File: src/rtl/qam_serial_to_parallel_if.sv
// Serial bit-stream handshake feeding the QAM serial-to-parallel converter.
// The source (master) holds bit_in and bit_valid until it sees bit_ready.
interface qam_serial_to_parallel_if;
    logic bit_in;
    logic bit_valid;
    logic bit_ready;

    modport master (
        output bit_in,
        output bit_valid,
        input  bit_ready
    );

    modport slave (
        input  bit_in,
        input  bit_valid,
        output bit_ready
    );
endinterface

File: src/rtl/qam_serial_to_parallel.sv
// Gathers serial bits into SYMBOL_BITS-wide words and releases one word per symbol tick,
// flagging and counting ticks that find no staged word.
module qam_serial_to_parallel #(
    parameter int unsigned SYMBOL_BITS    = 4,
    parameter int unsigned CLK_PER_SYMBOL = 16,
    parameter bit          MSB_FIRST      = 1'b1
) (
    input  logic                       clk,
    input  logic                       rst_n,
    input  logic                       i_en,
    qam_serial_to_parallel_if.slave    s_bit,
    output logic [SYMBOL_BITS-1:0]     o_parellel_output,
    output logic                       o_sym_strobe,
    output logic                       o_underflow,
    output logic [15:0]                o_underflow_cnt
);
    localparam int unsigned CntW  = $clog2(SYMBOL_BITS + 1);
    localparam int unsigned TickW = $clog2(CLK_PER_SYMBOL);
    localparam logic [CntW-1:0]  FullCnt  = CntW'(SYMBOL_BITS);
    localparam logic [TickW-1:0] LastTick = TickW'(CLK_PER_SYMBOL - 1);

    logic [CntW-1:0]        r_shift_cnt, w_shift_cnt_d;
    logic [SYMBOL_BITS-1:0] r_asm, w_asm_d;
    logic [SYMBOL_BITS-1:0] r_stage, w_stage_d;
    logic                   r_stage_full, w_stage_full_d;
    logic [TickW-1:0]       r_tick_cnt, w_tick_cnt_d;
    logic [SYMBOL_BITS-1:0] r_par, w_par_d;
    logic                   r_strobe, w_strobe_d;
    logic                   r_uf, w_uf_d;
    logic [15:0]            r_uf_cnt, w_uf_cnt_d;

    logic                   w_tick;
    logic                   w_ready;
    logic                   w_accept;
    logic                   w_xfer;
    logic [SYMBOL_BITS:0]   w_cat;
    logic [SYMBOL_BITS-1:0] w_shifted;

    always_comb begin
        w_tick    = i_en && (r_tick_cnt == LastTick);
        w_ready   = (r_shift_cnt != FullCnt);
        w_accept  = s_bit.bit_valid && w_ready;
        // A tick empties staging this cycle, so a finished word may move in alongside it.
        w_xfer    = !w_ready && (!r_stage_full || w_tick);
        w_cat     = MSB_FIRST ? {r_asm, s_bit.bit_in} : {s_bit.bit_in, r_asm};
        w_shifted = MSB_FIRST ? w_cat[SYMBOL_BITS-1:0] : w_cat[SYMBOL_BITS:1];
    end

    assign s_bit.bit_ready = w_ready;

    always_comb begin
        w_shift_cnt_d  = r_shift_cnt;
        w_asm_d        = r_asm;
        w_stage_d      = r_stage;
        w_stage_full_d = r_stage_full;
        w_par_d        = r_par;
        w_strobe_d     = 1'b0;
        w_uf_d         = 1'b0;
        w_uf_cnt_d     = r_uf_cnt;
        w_tick_cnt_d   = (!i_en || w_tick) ? '0 : r_tick_cnt + 1'b1;

        if (w_xfer) begin
            w_shift_cnt_d = '0;
        end else if (w_accept) begin
            w_asm_d       = w_shifted;
            w_shift_cnt_d = r_shift_cnt + 1'b1;
        end

        // Availability is judged on the staging state at the start of the tick cycle.
        if (w_tick) begin
            if (r_stage_full) begin
                w_par_d        = r_stage;
                w_strobe_d     = 1'b1;
                w_stage_full_d = 1'b0;
            end else begin
                w_uf_d = 1'b1;
                if (r_uf_cnt != 16'hFFFF) begin
                    w_uf_cnt_d = r_uf_cnt + 16'd1;
                end
            end
        end

        if (w_xfer) begin
            w_stage_d      = r_asm;
            w_stage_full_d = 1'b1;
        end
    end

    always_ff @(posedge clk or negedge rst_n) begin
        if (!rst_n) begin
            r_shift_cnt  <= '0;
            r_asm        <= '0;
            r_stage      <= '0;
            r_stage_full <= 1'b0;
            r_tick_cnt   <= '0;
            r_par        <= '0;
            r_strobe     <= 1'b0;
            r_uf         <= 1'b0;
            r_uf_cnt     <= '0;
        end else begin
            r_shift_cnt  <= w_shift_cnt_d;
            r_asm        <= w_asm_d;
            r_stage      <= w_stage_d;
            r_stage_full <= w_stage_full_d;
            r_tick_cnt   <= w_tick_cnt_d;
            r_par        <= w_par_d;
            r_strobe     <= w_strobe_d;
            r_uf         <= w_uf_d;
            r_uf_cnt     <= w_uf_cnt_d;
        end
    end

    assign o_parellel_output = r_par;
    assign o_sym_strobe      = r_strobe;
    assign o_underflow       = r_uf;
    assign o_underflow_cnt   = r_uf_cnt;
endmodule

File: src/flat_wrapper.sv
// flat-port wrapper written by rule: the top's interface ports become plain ports
module qam_serial_to_parallel_flat 
#(
    parameter int unsigned SYMBOL_BITS    = 4,
    parameter int unsigned CLK_PER_SYMBOL = 16,
    parameter bit          MSB_FIRST      = 1'b1
)
  (clk, rst_n, i_en, o_parellel_output, o_sym_strobe, o_underflow, o_underflow_cnt, s_bit_bit_in, s_bit_bit_valid, s_bit_bit_ready);
  qam_serial_to_parallel_if s_bit_i ();
  input  logic clk;
  input  logic rst_n;
  input  logic i_en;
  output logic [SYMBOL_BITS-1:0] o_parellel_output;
  output logic o_sym_strobe;
  output logic o_underflow;
  output logic [15:0] o_underflow_cnt;
  input wire logic [$bits(s_bit_i.bit_in)-1:0] s_bit_bit_in;
  input wire logic [$bits(s_bit_i.bit_valid)-1:0] s_bit_bit_valid;
  output wire logic [$bits(s_bit_i.bit_ready)-1:0] s_bit_bit_ready;
  assign s_bit_i.bit_in = s_bit_bit_in;
  assign s_bit_i.bit_valid = s_bit_bit_valid;
  assign s_bit_bit_ready = s_bit_i.bit_ready;
  qam_serial_to_parallel #(.SYMBOL_BITS(SYMBOL_BITS), .CLK_PER_SYMBOL(CLK_PER_SYMBOL), .MSB_FIRST(MSB_FIRST)) u_core (.clk(clk), .rst_n(rst_n), .i_en(i_en), .s_bit(s_bit_i), .o_parellel_output(o_parellel_output), .o_sym_strobe(o_sym_strobe), .o_underflow(o_underflow), .o_underflow_cnt(o_underflow_cnt));
endmodule
File: config.mk
export PLATFORM = sky130hd
export DESIGN_NAME = qam_serial_to_parallel_flat
export DESIGN_NICKNAME = d
export VERILOG_FILES = /design/src/rtl/qam_serial_to_parallel_if.sv /design/src/rtl/qam_serial_to_parallel.sv /design/src/flat_wrapper.sv
export SDC_FILE = /design/constraint.sdc
export NUM_CORES = 1
export LEC_CHECK = 0
export ABC_AREA = 1
export BUFFER_PORTS_ARGS = -buffer_cell sky130_fd_sc_hd__buf_2
export CAP_MARGIN = 20
export CORE_ASPECT_RATIO = 0.75
export CORE_UTILIZATION = 46
export CTS_CLUSTER_SIZE = 40
export DETAILED_ROUTE_END_ITERATION = 8
export PLACE_DENSITY = 0.72
export SYNTH_ARGS = -nofsm -noshare
export SYNTH_HDL_FRONTEND = slang
export SYNTH_SLANG_ARGS = --single-unit
export TNS_END_PERCENT = 30
File: constraint.sdc
create_clock -name clk -period 4.4 [get_ports clk]
set_input_delay 0.44 -clock clk [delete_from_list [all_inputs] [get_ports clk]]
set_output_delay 0.44 -clock clk [all_outputs]
set_load 0.01 [all_outputs]
**Yosys cells after proc, flatten, opt, wreduce, memory -nomap -nowiden**

Cells that the tools add are included.

- RAM bits: 0
- Bits in registers: 38
- Word-level logic and storage cells: 39
- Bits in latches: 0
- Memories: 0
- Output and inout bits: 23
- Bits in read-only memories: 0

- Multiplexer cells: 9
- Reduce and logical (&&, ||, !) cells: 13
- Add/subtract/negate cells: 3
- $mul: 0
- Shift operators: 0
- Div/mod/pow operators: 0
- $lt $le $gt $ge: 0
- Bitwise operators: 2
- Eq/ne operators: 3

Operators by type and width:

| cell | number |
|---|---|
| $add A16 B1 Y16 const B | 1 |
| $ne A16 B16 Y1 const B | 1 |
| $mux W1 | 6 |
| $mux W3 | 2 |
| $add A4 B1 Y4 const B | 1 |
| $eq A4 B4 Y1 const B | 1 |
| $mux W4 | 1 |
| $reduce_and A2 Y1 | 2 |
| $reduce_bool A2 Y1 | 2 |
| $add A3 B1 Y3 const B | 1 |
| $logic_and A1 B1 Y1 | 3 |
| $logic_not A1 Y1 | 3 |
| $ne A3 B3 Y1 const B | 1 |
| $reduce_and A3 Y1 | 1 |
| $logic_or A1 B1 Y1 | 2 |
| $not A1 Y1 | 2 |

**Depth between registers and ports, before layout**

Gate-level depths: netlist (run 1).

- Depth in word-level cells: 6
- Depth in mapped cells: 10
- Gate-level depth less buffers: 9

**Least setup slack after synthesis (run 1)**

Ideal clock, no wire load.

- Kind: reg2reg
- Start: register u_core.r_uf_cnt[0] (netlist: u_core.o_underflow_cnt[0])
- End: register u_core.r_uf_cnt[3] (netlist: u_core.o_underflow_cnt[3])
- Buffers on the path: 1
- Setup slack: 2919 ps
- Stages on the path, launching flop included: 10
- Data arrival time: 1365 ps
- Clock period less this slack: 1481 ps
- Path through: dfrtp_1 > ha_1 > nand3_4 > nor2_8 > nand2_4 > nand2_8 > inv_4 > buf_6 > nand2_2 > nand2_1

- Longest elaborated chain between the ends: 2

RTL lines:

| item | line | source |
|---|---|---|
| from (decl) | qam_serial_to_parallel.sv:30 | `logic [15:0] r_uf_cnt, w_uf_cnt_d;` |
| from (signal assigned) | qam_serial_to_parallel.sv:109 | `r_uf_cnt <= w_uf_cnt_d;` |
| branches (longest 2 deep; another with $add A16 B1 Y16) | -- |  |

Several ways; the timed one is not identified.
A chain may end at the register's enable or synchronous reset.

**Worst setup path after layout (run 1)**

- Start: register u_core.r_shift_cnt[0]
- End: output port s_bit_bit_ready

- Longest elaborated chain between the ends: 1

RTL lines:

| item | line | source |
|---|---|---|
| from (decl) | qam_serial_to_parallel.sv:22 | `logic [CntW-1:0] r_shift_cnt, w_shift_cnt_d;` |
| from (signal assigned) | qam_serial_to_parallel.sv:101 | `r_shift_cnt <= w_shift_cnt_d;` |
| $ne A3 B3 Y1 | qam_serial_to_parallel.sv:41 | `w_ready = (r_shift_cnt != FullCnt);` |
| to (decl) | flat_wrapper.sv:19 | `output wire logic [$bits(s_bit_i.bit_ready)-1:0] s_bit_bit_ready;` |

No other way between the ends.

==> results.yml, run 1 <==
cts:
  cts.htree.levels: 2
  clk_pin_slew_worst_paths_ps: 80
  cts.repair.resized: 0
  cts-hold-fix-buffers: 0
  cts_buffers: 5
  cts_tree: "done"
  cts-root-buf: "clkbuf_8"
  cts_max_path_buffers: 2
  cts_sinks: 38
  cts_setup_buffers: 0
  worstSkewPairLatency_ps: 290
grt:
  grt_usage_pct: 18.4
  antenna_found_initial: 0
  overflow: 0
  grt_max_degree: 39
  grt_pass1_vias: 1473
  grt_pass1_wl_um: 6560
sta:
  post-route-period-util_pct: 36.3
  drv_slew: 0
  finalCriticalPeriod_ps: 1600
  rsz0062_at_grt: "no"
  fmax_mhz: 627
  hold_violations: 0
  worst_pin_slew_ps: 828
  fin_ws_ps: 2800
  skew_ps: 8.36
  fin_tns_setup_ps: 0
  finalSetupViolations: 0
  relSlewSlack_pct: 44.8
synth:
  netlist_area_um2: 1980
  yosysUniqueCellTypes: 23
  synthCells: 239
  synth_fp_nets: 248
  ys_warn_count: 0
  ys_seq_elements: 38
  ys_seq_area_share_pct: 48.0
  syn_area_per_cell_um2: 8.29
routing:
  first_iter_violations: 122
  routed_wl_um: 3680
  vias: 1589
  dr.pass1.iters: 4
  antenna_left: 0
  drc_errors: 0
  wl_per_cell_um: 11.2
  routed_via_density: 4.86
floorplanning:
  die-width_um: 77.8
  start_util_pct: 48.6
  io_pins: 28
  die-area_um2: 4580
  coreArea_um2: 4080
  fp.dieH_um: 58.8
  fp-row-count: 20
place:
  dpl.hpwl_um: 2690
  dp_cells: 319
  place_ws_ps: 2840
  gp_congestion: 0.822
  io_buffers: 27
pwr:
  p_sw_share_pct: 25.8
  leakage_nw: 1.27
  seqPwrFrac_pct: 50.9
  switchingPower_uw: 202
  clkPwrFrac_pct: 37.2
  powerDensity_nw_per_um2: 345
  ir_drop_mv: 0.151
  p_comb_share_pct: 11.9
  power_uw: 784
  internal-power_uw: 582
critical_path:
  r2r.worst_path.cells: 8
  rrSetupSlack_ps: 2830
  crit_required_ps: 3960
  crit_type: "reg2out"
  crit_path_max_fanout: 4
  cp.arrival_ps: 1160
  cp-end-kind: "output pin"
  rr_startpoint: "u_core.o_underflow_cnt[0]$_DFFE_PN0P_"
  rr_endpoint: "u_core.o_underflow_cnt[12]$_DFFE_PN0P_"
  critPathLaunchType: "flip-flop"
final_layout:
  final_nets: 280
  instances_no_fill: 327
  utilization_pct: 55.7
  area_delta_synth_final_pct: 14.6
  n_antenna_cell: 0
  drive_gt1_share_pct: 20.6
run:
  cap_violations: 0
status:
  status: "finished clean"
min_path:
  min_path_type: "in2async"
## per-layer routing
metal / vias up / wire [um] / global-route usage [%]
li1: 814 / - / -
met1: 741 / 1920 / 25.6
met2: 32 / 1600 / 29.5
met3: 2 / 129 / 3.26
met4: 0 / 30 / 5.93
met5: - / 0 / 0
## registers in the layout, indices dropped and copies added (netlist names)
signal / cells
u_core.r_shift_cnt: 3
u_core.o_parellel_output: 4
u_core.r_stage_full: 1
u_core.r_tick_cnt: 4
u_core.r_stage: 4
u_core.r_asm: 4
u_core.o_underflow: 1
u_core.o_underflow_cnt: 16
u_core.o_sym_strobe: 1
## how the worst max path moves through the flow
stage,from,endpoint,cells past startpoint
floorplan,u_core.o_underflow_cnt[0]$_DFFE_PN0P_,u_core.o_underflow_cnt[3]$_DFFE_PN0P_,9
global placement,u_core.o_underflow_cnt[0]$_DFFE_PN0P_,u_core.o_underflow_cnt[12]$_DFFE_PN0P_,8
detailed placement,u_core.o_underflow_cnt[0]$_DFFE_PN0P_,u_core.o_underflow_cnt[12]$_DFFE_PN0P_,8
CTS,u_core.r_shift_cnt[0]$_DFFE_PN0P_,s_bit_bit_ready,4
global route,u_core.r_shift_cnt[0]$_DFFE_PN0P_,s_bit_bit_ready,4
finish,u_core.r_shift_cnt[0]$_DFFE_PN0P_,s_bit_bit_ready,4
## logic make-up (layout without fill, tap and decap cells)
kind of cell	Yosys count	count (layout)	synth area share [%]
AO/OA/AOI/OAI	21	21	5.43
XOR/XNOR	7	7	3.09
adder cells (fa/ha/maj)	4	4	2.53
buffers and inverters	28	61	6.19
flip-flops	38	38	48.0
AND/OR/NAND/NOR	141	141	34.8
## power groups by stage
stage / clock network, mW / registers, mW / logic, mW
after detailed placement: 0 / 0.406 / 0.0954
after CTS: 0.299 / 0.400 / 0.0958
after global placement: 0 / 0.405 / 0.0940
after global routing: 0.314 / 0.405 / 0.113
after floorplan: 0 / 0.402 / 0.0674
final: 0.292 / 0.399 / 0.0930
## through the flow
step / hold slack [ps] / area [um2]
3_3_place_gp: 445 / 2160
3_5_place_dp: 461 / 2160
5_1_grt: 311 / 2270
4_1_cts: 278 / 2270
2_1_floorplan: 144 / 1980
6_report: 247 / 2270
## worst max-delay path, stage by stage, from the launching register on
cell     delay (ps)
dfrtp_1         350
inv_1            70
ha_1            190
nand2_1         110
buf_2           150
## Yosys cell counts (all sizes together)
master	instances	area share [%]
nand3	13	3.9
nand4	6	2.7
ha	4	2.5
inv	26	5.1
nand3b	2	0.76
nor2	19	5.7
dfrtp	38	48
o21bai	1	0.38
buf	2	1.1
o21ai	18	4.5
a21oi	2	0.51
nand2	101	22
xnor2	7	3.1
## final cells by class
type,instances,area [um2]
multi-input combinational,173,908
fill,385,1810
timing repair buffer,27,135
clock buffer,5,68.8
inverter,26,100
sequential,38,951
tap,55,68.8
clock inverter,3,40.0
## cell usage in the layout (no fill, tap or decap)
cell type and count:
nand2_4 1, nand3_4 1, inv_1 24, buf_2 27
a21oi_1 2, ha_1 4, nor2_1 15, o21ai_0 18
nand4_4 1, nor2_2 1, clkbuf_8 5, dfrtp_1 38
xnor2_1 7, clkinv_2 2, o21bai_1 1, nor2_4 1
inv_2 1, nand2_8 1, inv_4 1, nand3_1 12
nand2_2 11, bufinv_16 1, nand2_1 88, nand4_1 5
nor2_8 2, nand3b_1 2
Power figures use the tool's default switching activity.
==> inputs of run 2 (changes only) <==
- clock period: 4.4 -> 1.55 ns (I/O delays scaled with it)
==> run 2 against run 1 <==
Flip-flop and latch count unchanged. Global-route usage increased by 0.72 points. Register-to-register slack worse by 2700 ps. Clock skew shrank 5.0 ps. Sequential power rose to 2.9 times the previous value. Via count grew 1.1%. Combinational power increased to 3.1 times the previous value. Clock power rose to 2.8 times the previous value. Sequential share of layout area fell by 1.4 points. Power grew to 2.9 times the previous value. Design area rose by 3.8%.
==> results.yml, run 2 (synthesis results as in run 1) <==
sta:
  skew_ps: 3.31
  drv_slew: 0
  relSlewSlack_pct: 68.9
  post-route-period-util_pct: 91.9
  fmax_mhz: 702
  hold_violations: 0
  fin_ws_ps: 126
  finalCriticalPeriod_ps: 1420
  fin_tns_setup_ps: 0
  rsz0062_at_grt: "yes"
  worst_pin_slew_ps: 467
  finalSetupViolations: 0
routing:
  antenna_left: 0
  routed_via_density: 4.78
  routed_wl_um: 3740
  drc_errors: 0
  vias: 1607
  dr.pass1.iters: 4
  first_iter_violations: 58
  wl_per_cell_um: 11.1
floorplanning:
  die-width_um: 77.8
  io_pins: 28
  fp.dieH_um: 58.8
  coreArea_um2: 4080
  start_util_pct: 48.6
  fp-row-count: 20
  die-area_um2: 4580
critical_path:
  cpMostUsedCell: "nand2_1"
  critPathLaunchType: "flip-flop"
  rr_endpoint: "u_core.o_underflow_cnt[12]$_DFFE_PN0P_"
  worst-path-buf-inv: 2
  crit_path_max_fanout: 18
  cp_num_cells: 9
  critPathTopFamily: "simple AND/OR/NAND/NOR gates"
  crit_chain: "nand2_1 > inv_1 > nand2_1 > nor2_2 > nand2_4 > nand2_8 > inv_6 > nand2_1 > nand2_1"
  crit_type: "reg2reg"
  crit_required_ps: 1730
  crit_slowest_cell: "dfrtp_1"
  rr_startpoint: "u_core.o_underflow_cnt[10]$_DFFE_PN0P_"
  cp.arrival_ps: 1600
  r2r.worst_path.cells: 9
  cp-end-kind: "flip-flop"
  rrSetupSlack_ps: 130
  cp_slowest_stage_delay_ps: 450
pwr:
  p_comb_share_pct: 12.7
  leakage_nw: 1.30
  p_sw_share_pct: 25.5
  powerDensity_nw_per_um2: 951
  ir_drop_mv: 0.390
  seqPwrFrac_pct: 50.6
  internal-power_mw: 1.67
  clkPwrFrac_pct: 36.7
  power_mw: 2.24
  switchingPower_uw: 572
cts:
  cts_tree: "done"
  cts.htree.levels: 2
  worstSkewPairLatency_ps: 280
  cts_buffers: 5
  cts_sinks: 38
  cts-root-buf: "clkbuf_8"
  cts_max_path_buffers: 2
  clk_pin_slew_worst_paths_ps: 80
grt:
  overflow: 0
  use_met3_pct: 4.03
  grt_max_degree: 39
  grt_usage_pct: 19.1
  grt_pass1_wl_um: 6680
  grt_use_met2_pct: 28.2
  antenna_found_initial: 0
  grt_pass1_vias: 1502
  top_usage_layer: "met2"
  use_met1_pct: 26.8
final_layout:
  area_delta_synth_final_pct: 19.0
  fillCellCount: 379
  largest_reg_flops: 16
  final_cell_mix: "nand2_1, dfrtp_1, buf_2"
  n_antenna_cell: 0
  drive_gt1_share_pct: 24.6
  multi_input_area_um2: 918
  final_nets: 289
  regArea_um2: 953
  final_common_cell: "nand2_1"
place:
  dpl.hpwl_um: 2720
  io_buffers: 27
  gp_congestion: 0.865
  place_ws_ps: 43.0
run:
  cap_violations: 0
status:
  status: "finished clean"
min_path:
  min_delay_path_depth: 3
  hp-start: "s_bit_bit_in"
  hold_end: "u_core.r_asm[0]$_DFFE_PN0P_"
  min_path_type: "in2reg"
[run 2: changes by cell type in the layout (fill, tap and decap cells not counted), sizes merged]
cell | before | now
buf | 27 | 35
clkinv | 2 | 0
dlygate4sd3 | 0 | 1
clkbuf | 5 | 6
clkinvlp | 0 | 1
[run 2: metal layers]
layer	wire [um]	up-vias
met1	1920	742
met4	59	0
met5	0	-
met2	1610	29
met3	142	4
li1	-	832
[run 2: final cells by class]
type                    instances  share of cell area (%)
clock buffers                   6                    3.08
clock inverters                 2                    1.59
repair buffers                 36                    8.70
inverters                      26                    4.35
well taps                      55                    2.92
flip-flops and latches         38                    40.4
multi-input cells             173                    38.9
[run 2: power groups by stage]
stage | clock network (mW) | logic [mW] | registers, mW
2_1_floorplan | 0 | 0.191 | 1.14
3_3_place_gp | 0 | 0.283 | 1.15
4_1_cts | 0.850 | 0.285 | 1.14
5_1_grt | 0.888 | 0.333 | 1.15
3_5_place_dp | 0 | 0.283 | 1.15
6_report | 0.823 | 0.284 | 1.14
[run 2: through the flow]
stage | hold slack (ps) | utilization, % | instances | cell area [um2]
after floorplan | -141 | - | 239 | 1980
after global placement | 228 | 54.5 | 327 | 2220
after detailed placement | 235 | 54.5 | 327 | 2220
after CTS | 75.8 | 57.5 | 336 | 2340
after global routing | 84.0 | 57.8 | 336 | 2360
final | 80.2 | 57.8 | 336 | 2360
[run 2: how the worst max path moves through the flow]
| stage | end | from | slack [ps] |
|---|---|---|---|
| 3_3_place_gp | u_core.r_shift_cnt[1]$_DFFE_PN0P_ | u_core.r_tick_cnt[0]$_DFF_PN0_ | 100 |
| 3_5_place_dp | u_core.r_shift_cnt[1]$_DFFE_PN0P_ | u_core.r_tick_cnt[0]$_DFF_PN0_ | 40 |
| 4_1_cts | u_core.r_shift_cnt[1]$_DFFE_PN0P_ | u_core.r_tick_cnt[0]$_DFF_PN0_ | 40 |
| 6_report | u_core.o_underflow_cnt[12]$_DFFE_PN0P_ | u_core.o_underflow_cnt[10]$_DFFE_PN0P_ | 130 |
| 5_1_grt | u_core.o_underflow_cnt[12]$_DFFE_PN0P_ | u_core.r_tick_cnt[0]$_DFF_PN0_ | -6 |
| 2_1_floorplan | u_core.o_underflow_cnt[3]$_DFFE_PN0P_ | u_core.o_underflow_cnt[0]$_DFFE_PN0P_ | 70 |
[run 2: tightest hold or removal path, delay by kind of cell]
kind,cells,cell delay (ps)
buf+inv,1,70
simple gates,1,40
compound gates,1,60
[run 2: timing repair]
| action | CTS | global route |
|---|---|---|
| setup endpoints to repair | 0 | 16 |
| buffers inserted | 0 | 0 |
| hold buffers | 1 | 0 |
| hold endpoints to repair | 38 | 0 |
| gates resized for setup | 0 | 7 |
==> inputs of run 3 (changes only) <==
- CORE_ASPECT_RATIO: 0.75 -> 2
==> run 3 against run 2 <==
Sequential share of layout area down 0.19 points. Die area is 0.29% higher. Non-clock buffer count grew 5. Register-to-register slack hardly changed. Power decreased by 5.3%. Setup slack lost 15 ps. Combinational power up 3%. Critical endpoint is now u_core.o_underflow_cnt[0]$_DFFE_PN0P_. Largest cell class unchanged.
==> results.yml, run 3 (synthesis results as in run 1) <==
pwr:
  ir_drop_mv: 0.611
  switchingPower_uw: 607
  powerDensity_nw_per_um2: 896
  p_sw_share_pct: 28.6
  leakage_nw: 1.32
  clkPwrFrac_pct: 32.6
  p_comb_share_pct: 13.8
  power_mw: 2.12
  seqPwrFrac_pct: 53.6
  internal-power_mw: 1.52
floorplanning:
  die-width_um: 48.4
  coreArea_um2: 4130
  die-area_um2: 4590
  fp-row-count: 33
  io_pins: 28
  start_util_pct: 48.0
  fp.dieH_um: 94.8
final_layout:
  final_cell_mix: "nand2_1, dfrtp_1, buf_2"
  final_common_cell: "nand2_1"
  final_nets: 294
  drive_gt1_share_pct: 25.9
  n_antenna_cell: 0
  largest_reg_flops: 16
  area_delta_synth_final_pct: 19.6
  fin_area_um2: 2370
critical_path:
  cp-end-kind: "flip-flop"
  critPathTopFamily: "simple AND/OR/NAND/NOR gates"
  crit_slowest_cell: "dfrtp_1"
  rrSetupSlack_ps: 110
  crit_path_max_fanout: 18
  crit_end: "u_core.o_underflow_cnt[0]$_DFFE_PN0P_"
  critPathLaunchType: "flip-flop"
  crit_type: "reg2reg"
  r2r.worst_path.cells: 7
  crit_chain: "ha_2 > nand4_4 > nor2_8 > nand2_8 > inv_6 > nand2_2 > nand2_1"
  crit_required_ps: 1790
  rr_endpoint: "u_core.o_underflow_cnt[0]$_DFFE_PN0P_"
  rr_startpoint: "u_core.r_tick_cnt[0]$_DFF_PN0_"
  cp_slowest_stage_delay_ps: 380
  cp-startpoint: "u_core.r_tick_cnt[0]$_DFF_PN0_"
  worst-path-buf-inv: 1
  cp.arrival_ps: 1680
  cp_num_cells: 7
routing:
  route.met2.wl_um: 2430
  routed_wl_um: 4180
  antenna_left: 0
  wl_met3_um: 99
  highest_layer: "met4"
  wl_per_cell_um: 12.4
  first_iter_violations: 23
  wl_met1_um: 1520
  dr.pass1.iters: 4
  vias: 1640
  routed_via_density: 4.85
  drc_errors: 0
grt:
  overflow: 0
  grt_pass1_vias: 1646
  grt_max_degree: 39
  grt_usage_pct: 21.0
  antenna_found_initial: 0
  grt_pass1_wl_um: 7220
sta:
  relSlewSlack_pct: 66.9
  post-route-period-util_pct: 92.8
  fmax_mhz: 695
  worst_pin_slew_ps: 497
  hold_violations: 0
  skew_ps: 9.41
  finalSetupViolations: 0
  drv_slew: 0
  rsz0062_at_grt: "yes"
  finalCriticalPeriod_ps: 1440
  fin_ws_ps: 111
run:
  cap_violations: 0
place:
  dpl.hpwl_um: 3160
  place_ws_ps: 21.3
  place_area_um2: 2230
  gp_congestion: 0.822
  io_buffers: 27
cts:
  cts-root-buf: "clkbuf_8"
  worstSkewPairLatency_ps: 300
  cts_buffers: 5
  cts.htree.levels: 2
  cts_tree: "done"
  cts_sinks: 38
  cts_max_path_buffers: 2
  clk_pin_slew_worst_paths_ps: 80
min_path:
  min_path_type: "in2reg"
  min_delay_path_depth: 3
status:
  status: "finished clean"
## run 3: cell types whose count changed in the layout (fill, tap and decap cells not counted), sizes merged
cell    before  now
clkbuf       6    5
buf         35   40
bufinv       1    0
clkinv       0    2
## run 3: stage by stage
stage          util [%]  TNS, ps  hold WS [ps]  std cells
3_3_place_gp       54.1        0           233        326
6_report           57.4        0          66.6        338
3_5_place_dp       54.1        0           235        326
2_1_floorplan         -        0          -141        239
5_1_grt            57.4    -5.46          83.4        338
4_1_cts            56.5        0          60.4        335
## run 3: worst min-delay path by stage
| stage | slack [ps] | endpoint | start |
|---|---|---|---|
| 3_3_place_gp | 230 | u_core.o_underflow_cnt[8]$_DFFE_PN0P_ | rst_n |
| 5_1_grt | 80 | u_core.r_asm[0]$_DFFE_PN0P_ | s_bit_bit_in |
| 3_5_place_dp | 240 | u_core.o_underflow_cnt[8]$_DFFE_PN0P_ | rst_n |
| 6_report | 70 | u_core.r_asm[0]$_DFFE_PN0P_ | s_bit_bit_in |
| 4_1_cts | 60 | u_core.r_asm[0]$_DFFE_PN0P_ | s_bit_bit_in |
| 2_1_floorplan | -140 | u_core.o_parellel_output[0]$_DFFE_PN0P_ | rst_n |
## run 3: repair_timing
action	4_1_cts	5_1_grt
buffers inserted	0	3
gates resized for setup	0	6
endpoints found under the hold margin	38	0
hold buffers	1	0
setup endpoints to repair	0	16
## run 3: cell type report
type	instances	area (um2)
Clock buffer	5	68.8
Clock inverter	3	21.3
Fill cell	395	1760
Inverter	26	103
Multi-Input combinational cell	173	916
Sequential cell	38	953
Tap cell	52	65.1
Timing Repair Buffer	41	243
## run 3: worst reg2reg max path: cells and delay by family, from the launching register on
family	cells	cell delay (ps)
flip-flops	1	380
buffers and inverters	1	150
adder cells (fa/ha/maj)	1	240
AND/OR/NAND/NOR	5	610
## run 3: power by group through the flow
stage	Sequential (mW)	Combinational [mW]	Clock, mW
2_1_floorplan	1.14	0.191	0
3_3_place_gp	1.15	0.289	0
3_5_place_dp	1.16	0.296	0
4_1_cts	1.14	0.301	0.718
5_1_grt	1.15	0.344	0.754
6_report	1.14	0.293	0.692
## run 3: routing by layer
metal | GRT usage, % | vias up
met1 | 19.1 | 761
met5 | 0 | -
met4 | 10.8 | 0
met3 | 3.54 | 10
met2 | 42.8 | 31
li1 | - | 838
